File: src/rtl/pixel_frame_writer.sv
// rtl/pixel_frame_writer.sv - frame capture into a FWFT FIFO with sof/eol/eof tagging
module pixel_frame_writer #(
  parameter int IMG_W      = 64,
  parameter int IMG_H      = 64,
  parameter int FIFO_DEPTH = 16,
  parameter int LVL_W      = 5
) (
  input  logic             clk,
  input  logic             rst_n,
  input  logic             start,
  input  logic [7:0]       pix_in,
  input  logic             pix_valid,
  output logic [7:0]       out_data,
  output logic             out_sof,
  output logic             out_eol,
  output logic             out_eof,
  output logic             out_valid,
  input  logic             out_ready,
  output logic             busy,
  output logic             frame_done,
  output logic             overflow,
  output logic [LVL_W-1:0] fifo_level
);

  localparam int CW = (IMG_W > 1) ? $clog2(IMG_W) : 1;
  localparam int RW = (IMG_H > 1) ? $clog2(IMG_H) : 1;
  localparam int PW = $clog2(FIFO_DEPTH);
  localparam logic [CW-1:0]    COL_LAST = CW'(IMG_W - 1);
  localparam logic [RW-1:0]    ROW_LAST = RW'(IMG_H - 1);
  localparam logic [LVL_W-1:0] LVL_FULL = LVL_W'(FIFO_DEPTH);

  typedef enum logic [1:0] {IDLE, CAPTURE, DRAIN} state_t;

  state_t            state, state_nxt;
  logic [CW-1:0]     col;
  logic [RW-1:0]     row;
  logic [10:0]       mem [FIFO_DEPTH];
  logic [PW-1:0]     wr_ptr, rd_ptr;
  logic [LVL_W-1:0]  level;
  logic              take, push, pop, sof, eol, eof;
  logic [10:0]       head;

  assign take = (state == CAPTURE) && pix_valid;
  // Full test uses the registered level, so a same-cycle pop cannot make room
  assign push = take && (level != LVL_FULL);
  assign pop  = (level != '0) && out_ready;
  assign sof  = (col == '0) && (row == '0);
  assign eol  = (col == COL_LAST);
  assign eof  = eol && (row == ROW_LAST);

  always_ff @(posedge clk or negedge rst_n) begin
    if (!rst_n) state <= IDLE;
    else        state <= state_nxt;
  end

  always_comb begin
    state_nxt = state;
    case (state)
      IDLE:    if (start) state_nxt = CAPTURE;
      CAPTURE: if (take && eof) state_nxt = DRAIN;
      DRAIN:   if (level == '0) state_nxt = IDLE;
      default: state_nxt = IDLE;
    endcase
  end

  always_comb begin
    busy = (state != IDLE);
  end

  always_ff @(posedge clk or negedge rst_n) begin
    if (!rst_n) begin
      col        <= '0;
      row        <= '0;
      overflow   <= 1'b0;
      frame_done <= 1'b0;
    end else begin
      frame_done <= (state == DRAIN) && (level == '0);
      if (state == IDLE && start) begin
        col      <= '0;
        row      <= '0;
        overflow <= 1'b0;
      end else if (take) begin
        // Dropped pixels still advance the position so geometry stays aligned
        if (!push) overflow <= 1'b1;
        if (eol) begin
          col <= '0;
          row <= row + RW'(1);
        end else begin
          col <= col + CW'(1);
        end
      end
    end
  end

  always_ff @(posedge clk) begin
    if (push) mem[wr_ptr] <= {pix_in, sof, eol, eof};
  end

  always_ff @(posedge clk or negedge rst_n) begin
    if (!rst_n) begin
      wr_ptr <= '0;
      rd_ptr <= '0;
      level  <= '0;
    end else begin
      if (push) wr_ptr <= wr_ptr + PW'(1);
      if (pop)  rd_ptr <= rd_ptr + PW'(1);
      case ({push, pop})
        2'b10:   level <= level + LVL_W'(1);
        2'b01:   level <= level - LVL_W'(1);
        default: level <= level;
      endcase
    end
  end

  assign head       = mem[rd_ptr];
  assign out_valid  = (level != '0);
  assign fifo_level = level;
  assign {out_data, out_sof, out_eol, out_eof} = out_valid ? head : 11'd0;

endmodule

File: config.mk
export PLATFORM = sky130hd
export DESIGN_NAME = pixel_frame_writer
export DESIGN_NICKNAME = d
export VERILOG_FILES = /design/src/rtl/pixel_frame_writer.sv
export SDC_FILE = /design/constraint.sdc
export NUM_CORES = 1
export LEC_CHECK = 0
export CORE_UTILIZATION = 35
export DETAILED_ROUTE_END_ITERATION = 10
export GPL_TIMING_DRIVEN = 0
export PLACE_DENSITY_LB_ADDON = 0.2
export SKIP_CTS_REPAIR_TIMING = 1
export SYNTH_ARGS = -nofsm -noshare
export SYNTH_HDL_FRONTEND = slang
export SYNTH_SLANG_ARGS = --single-unit
File: constraint.sdc
create_clock -name clk -period 3 [get_ports clk]
set_clock_uncertainty 0.1 [all_clocks]
set_input_delay 0.6 -clock clk [delete_from_list [all_inputs] [get_ports clk]]
set_output_delay 0.6 -clock clk [all_outputs]
set_load 0.02 [all_outputs]
== Word level (Yosys, flattened, before mapping) ==
Memories as Yosys holds them, arrays and structs flattened.
Index checks and enable logic that the tools add are counted.

* Flip-flop bits (word level): 29
* Bits in latches: 0
* RAM bits: 176
* Memory bits (read-only): 0
* Input port bits: 13
* Output and inout bits: 20
* Logic and storage cells: 63
* Memories kept: 1

{| class="wikitable"
|+ Memory list
! name !! words !! bits a word !! read ports !! clocked after Yosys merged registers in !! wr ports !! RTL line !! text
|-
| mem || 16 || 11 || 1 || 0 || 1 || 37 || <nowiki>logic [10:0] mem [FIFO_DEPTH];</nowiki>
|}

* $add $sub $neg: 6
* $mul: 0
* Div/mod/pow operators: 0
* Magnitude comparators: 0
* Equality and inequality tests: 11
* Shifts and indexed selects: 0
* Muxes and demuxes: 17
* Bitwise logic cells: 0
* Reduce and logical (&&, ||, !) cells: 20

{| class="wikitable"
|+ Operator list
! kind !! number
|-
| 2-to-1 mux 6 bit || 6
|-
| adder 6 x 1 -> 6 bit (second input constant) || 2
|-
| equality test 6 bit (second input constant) || 2
|-
| logical NOT 6 bit || 2
|-
| 2-to-1 mux 11 bit || 1
|-
| one-hot mux 5 bit (2 select lines) || 1
|-
| adder 4 x 1 -> 4 bit (second input constant) || 2
|-
| logical AND 1 bit || 8
|-
| nonzero test 2 bit || 4
|-
| 2-to-1 mux 2 bit || 3
|-
| one-hot mux 2 bit (3 select lines) || 1
|-
| adder 5 x 1 -> 5 bit (second input constant) || 1
|-
| logical NOT 5 bit || 1
|-
| 2-to-1 mux 1 bit || 5
|-
| != test 5 bit (second input constant) || 1
|-
| nonzero test 5 bit || 1
|-
| subtractor 5 x 1 -> 5 bit (second input constant) || 1
|-
| equality test 2 x 1 -> 1 bit (second input constant) || 2
|-
| equality test 2 bit (second input constant) || 2
|-
| != test 2 x 1 -> 1 bit (second input constant) || 2
|-
| != test 2 bit (second input constant) || 2
|-
| AND reduction 2 bit || 2
|-
| AND reduction 3 bit || 1
|-
| logical NOT 2 bit || 1
|}

== Longest topological paths before layout ==
* Word-level depth: 6
* Depth in mapped cells: 14
* Mapped depth without buffers: 11

== Worst setup path before layout ==
No wires, ideal clock.

* Path type: register to register
* Start: reg level[1], in the netlist fifo_level[1]
* End: reg level[4], in the netlist fifo_level[4]
* Setup time: 0.131 ns
* Arrival: 2.840 ns
* Setup slack: -0.071 ns
* Stages on the path, launching flop included: 15
* Period minus slack after synthesis: 3.071 ns
* Path through: dfrtp_1 > clkbuf_1 > nor4_2 > nand2b_1 > buf_2 > nand2_1 > inv_1 > ha_1 > clkbuf_1 > xor2_1 > ha_1 > o211ai_1 > nor4_1 > nand4b_1 > or3_1

* Longest elaborated chain between the ends: 4
* Elaborated cells on any way between the ends: 10

{| class="wikitable"
|+ Ends and longest elaborated chain
! what !! RTL line !! text
|-
| start, declared || 39 || <nowiki>logic [LVL_W-1:0] level;</nowiki>
|-
| start signal, assigned || 108 || <nowiki>2'b10: level <= level + LVL_W'(1);</nowiki>
|-
| start signal, assigned || 109 || <nowiki>2'b01: level <= level - LVL_W'(1);</nowiki>
|-
| start signal, assigned || 110 || <nowiki>default: level <= level;</nowiki>
|-
| nonzero test 5 bit * || 46 || <nowiki>assign pop = (level != '0) && out_ready;</nowiki>
|-
| logical AND 1 bit * || 46 ||
|-
| via pop || 40 || <nowiki>logic take, push, pop, sof, eol, eof;</nowiki>
|-
| equality test 2 x 1 -> 1 bit or equality test 2 bit (tied branches) || 107 || <nowiki>case ({push, pop})</nowiki>
|-
| one-hot mux 5 bit (2 select lines) or nonzero test 2 bit (tied branches) || n/a ||
|}

The timed path passes the listed nets; every way through them passes the cells marked *.
A chain may end at the register's enable or synchronous reset.

== Worst setup path in the final report ==
* Start: reg rd_ptr[1]
* End: out out_data[7]

* Longest elaborated chain between the ends: 2

{| class="wikitable"
|+ Ends and longest elaborated chain
! what !! RTL line !! text
|-
| start, declared || 38 || <nowiki>logic [PW-1:0] wr_ptr, rd_ptr;</nowiki>
|-
| start signal, assigned || 106 || <nowiki>if (pop) rd_ptr <= rd_ptr + PW'(1);</nowiki>
|-
| memory read (16 x 11 bit) || n/a ||
|-
| 2-to-1 mux 11 bit || 118 || <nowiki>assign {out_data, out_sof, out_eol, out_eof} = out_valid ? head : 11'd0;</nowiki>
|-
| end, declared || 13 || <nowiki>output logic [7:0] out_data,</nowiki>
|}

No other way between the ends.

==> flow_metrics.py <==
metrics = {
    "power_and_ir_drop": {
        "power.switching_mw": 3.03,
        "pwr-share-clk": 0.269,
        "power_frac_seq": 0.387,
        "p_leak_nw": 3.55,
        "powerDensity_nw_per_um2": 934,
        "ir_worst_vdd_v": 0.000527,
        "power.total_mw": 9.57,
        "comb_power_share": 0.344,
        "netSwitchingFraction": 0.316,
        "p_int_mw": 6.54,
    },
    "placement": {
        "numPortBuffers": 32,
        "gp_congestion": 0.814,
        "dp_hpwl_mm": 11.1,
        "place_area_um2": 9300,
        "dp.cells": 825,
        "dp_slack_ns": -0.959,
    },
    "drt": {
        "avgViaCountPerCell": 5.02,
        "drcViolationCount": 0,
        "drt-total-wl_mm": 17.8,
        "wl_per_cell_um": 20.1,
        "ant_nets": 0,
        "firstDrtPassIters": 4,
        "drtIter0Drc": 383,
        "vias": 4427,
    },
    "timing": {
        "tns_ns": -1.43,
        "fin_crit_sh": 1.07,
        "tightestPinTransition_ns": 0.731,
        "fin_ws_ns": -0.203,
        "slew_headroom": 0.512,
        "slew_viol_final": 0,
        "rsz0062_at_grt": "yes",
        "holdWs_ns": 0.0422,
        "fmax_ghz": 0.312,
        "finalHoldViolations": 0,
        "period_minus_slack_ns": 3.20,
        "finalSetupViolCount": 11,
    },
    "grt": {
        "antenna_found_initial": 0,
        "gr-usage-met3": 0.0207,
        "grt_pass1_wl_mm": 26.5,
        "grtUsageTotal": 0.146,
        "grt_max_degree": 30,
        "grt_util_met2": 0.254,
        "grt-ovfl-total": 0,
        "grt_pass1_vias": 4455,
        "gr-usage-met1": 0.191,
        "grt_most_used_layer": "met2",
    },
    "floorplan": {
        "ioPinCount": 33,
        "coreArea_um2": 23800,
        "die-area_um2": 25100,
        "die_h_um": 159,
        "dieWidth_um": 159,
        "initial_core_util": 0.361,
        "num_rows": 56,
    },
    "yosys": {
        "netlist_area_um2": 8580,
        "synth_seq_area_share": 0.701,
        "synthCells": 474,
        "synth-edff-count": 176,
        "syn_nets": 500,
        "yosys_warnings": 0,
        "ys.flop_type": "edfxtp_1",
        "netlist-cell-type-count": 48,
        "async_flop_share": 0.141,
        "ys_ff_latch": 205,
        "avgSynthCellArea_um2": 18.1,
    },
    "cells_and_area": {
        "utilization": 0.431,
        "nFillCells": 2073,
        "final_area_um2": 10200,
        "syn_to_final_growth_pct": 19.4,
        "fin_nets": 575,
        "drive_gt1_frac": 0.261,
        "num_antenna_cells": 0,
        "instances_no_fill": 882,
    },
    "clock_network": {
        "path_clk_slew_ns": 0.06,
        "cts_tree": "yes",
        "clk_latency_ns": 0.51,
        "clock_sinks": 205,
        "cts_buffer_depth": 3,
        "cts.htree.levels": 1,
        "numCtsBuffers": 23,
        "cts-root-buf": "clkbuf_16",
    },
    "status": {
        "violations": "negative setup slack",
        "status": "finished with violations",
    },
    "critical_path": {
        "crit_path_end_kind": "output pin",
        "crit_required_ns": 2.30,
        "path_max_fanout": 10,
        "cp.arrival_ns": 2.50,
        "worstSetupPathType": "reg -> out",
        "crit_path_start_kind": "register",
        "r2r_cells": 13,
    },
    "min_path": {
        "hp-class": "in -> async",
    },
    "flow_run": {
        "max_cap_viol_count": 0,
    },
}
-- flip-flops by register name (all words and copies together) (netlist names) --
signal      flops
state           2
wr_ptr          4
fifo_level      5
col             6
overflow        1
row             6
frame_done      1
mem           176
rd_ptr          4
-- synthesized netlist by cell type, types with 12 or more instances --
cell / number / area (um^2)
edfxtp_1: 176 / 5290
mux4_2: 37 / 833
dfrtp_1: 29 / 726
a21oi_1: 20 / 100
nor2_1: 15 / 56.3
inv_1: 14 / 52.6
ha_1: 13 / 163
and2_1: 12 / 75.1
buf_2: 12 / 60.1
mux2_2: 12 / 135
mux2i_1: 12 / 120
nand2_1: 12 / 45.0
-- final cells by class --
cell class	instances	area, um^2	area share
flip-flops and latches	205	6010	0.587
multi-input cells	229	2420	0.237
clock buffers	27	591	0.0577
repair buffers	52	443	0.0432
well taps	319	399	0.0390
plain buffers	24	223	0.0217
clock inverters	12	96.3	0.00941
inverters	14	52.6	0.00513
-- critical path, cell delays in order, from the launching register on --
cell and delay [ns]:
dfrtp_1 0.39, buf_12 0.16, buf_12 0.16, mux4_2 0.50, mux2_2 0.31, o21ai_1 0.16, a21oi_1 0.10, buf_2 0.19
-- per-layer routing --
| layer | vias up | share of wire |
|---|---|---|
| met4 | 0 | 0.026 |
| met1 | 2278 | 0.44 |
| li1 | 2037 | - |
| met2 | 79 | 0.50 |
| met3 | 33 | 0.033 |
| met5 | - | 0 |
-- layout by cell type (no fill, tap or decap), drive strengths merged, types with 3 or more instances in the layout --
cell           Yosys  layout
a31oi              3       3
clkinv             0      10
ha                13      13
nand2             12      12
dfrtp             29      29
mux2i             12      12
and2              12      12
buf               18      46
nor4               5       5
a21oi             20      20
mux4              44      44
o21ai             17      17
inv               14      15
and4               7       7
xor2               4       4
nand3              5       5
edfxtp           176     176
clkbuf             7      36
nor2              15      15
and3               4       4
xnor2              9       9
mux2              14      14
and3b              4       4
or3                3       3
clkdlybuf4s50      0      18
nor3b              3       3
a311oi             4       4
-- kinds of logic after synthesis --
family                     after synthesis  synth area share
DFF                                    205             0.701
and+or+nand+nor                         84            0.0588
muxes                                   70             0.151
AOI/OAI and AO/OA                       49            0.0327
buffers and inverters                   40            0.0248
xor gates and xnor gates                13            0.0133
adders and majority gates               13            0.0190
-- final timing paths --
check	startpoint	to	slack, ns
setup reg to reg	fifo_level[1]	fifo_level[4]	0.11
min in group clk	pix_valid	state[0]	0.26
setup / recovery	rd_ptr[1]	out_data[7]	-0.20
hold reg to reg	state[1]	state[0]	0.41
hold / removal	rst_n	rd_ptr[2]	0.04
max in group asynchronous	rst_n	fifo_level[1]	2.25
-- power groups by stage --
stage / clock [mW] / sequential, mW / combinational (mW)
2_1_floorplan: 0 / 3.71 / 2.11
3_3_place_gp: 0 / 3.69 / 3.19
3_5_place_dp: 0 / 3.71 / 3.25
4_1_cts: 2.64 / 3.66 / 3.26
5_1_grt: 2.75 / 3.74 / 3.57
6_report: 2.57 / 3.70 / 3.29
Note: power is estimated with default switching activity, not from simulation.
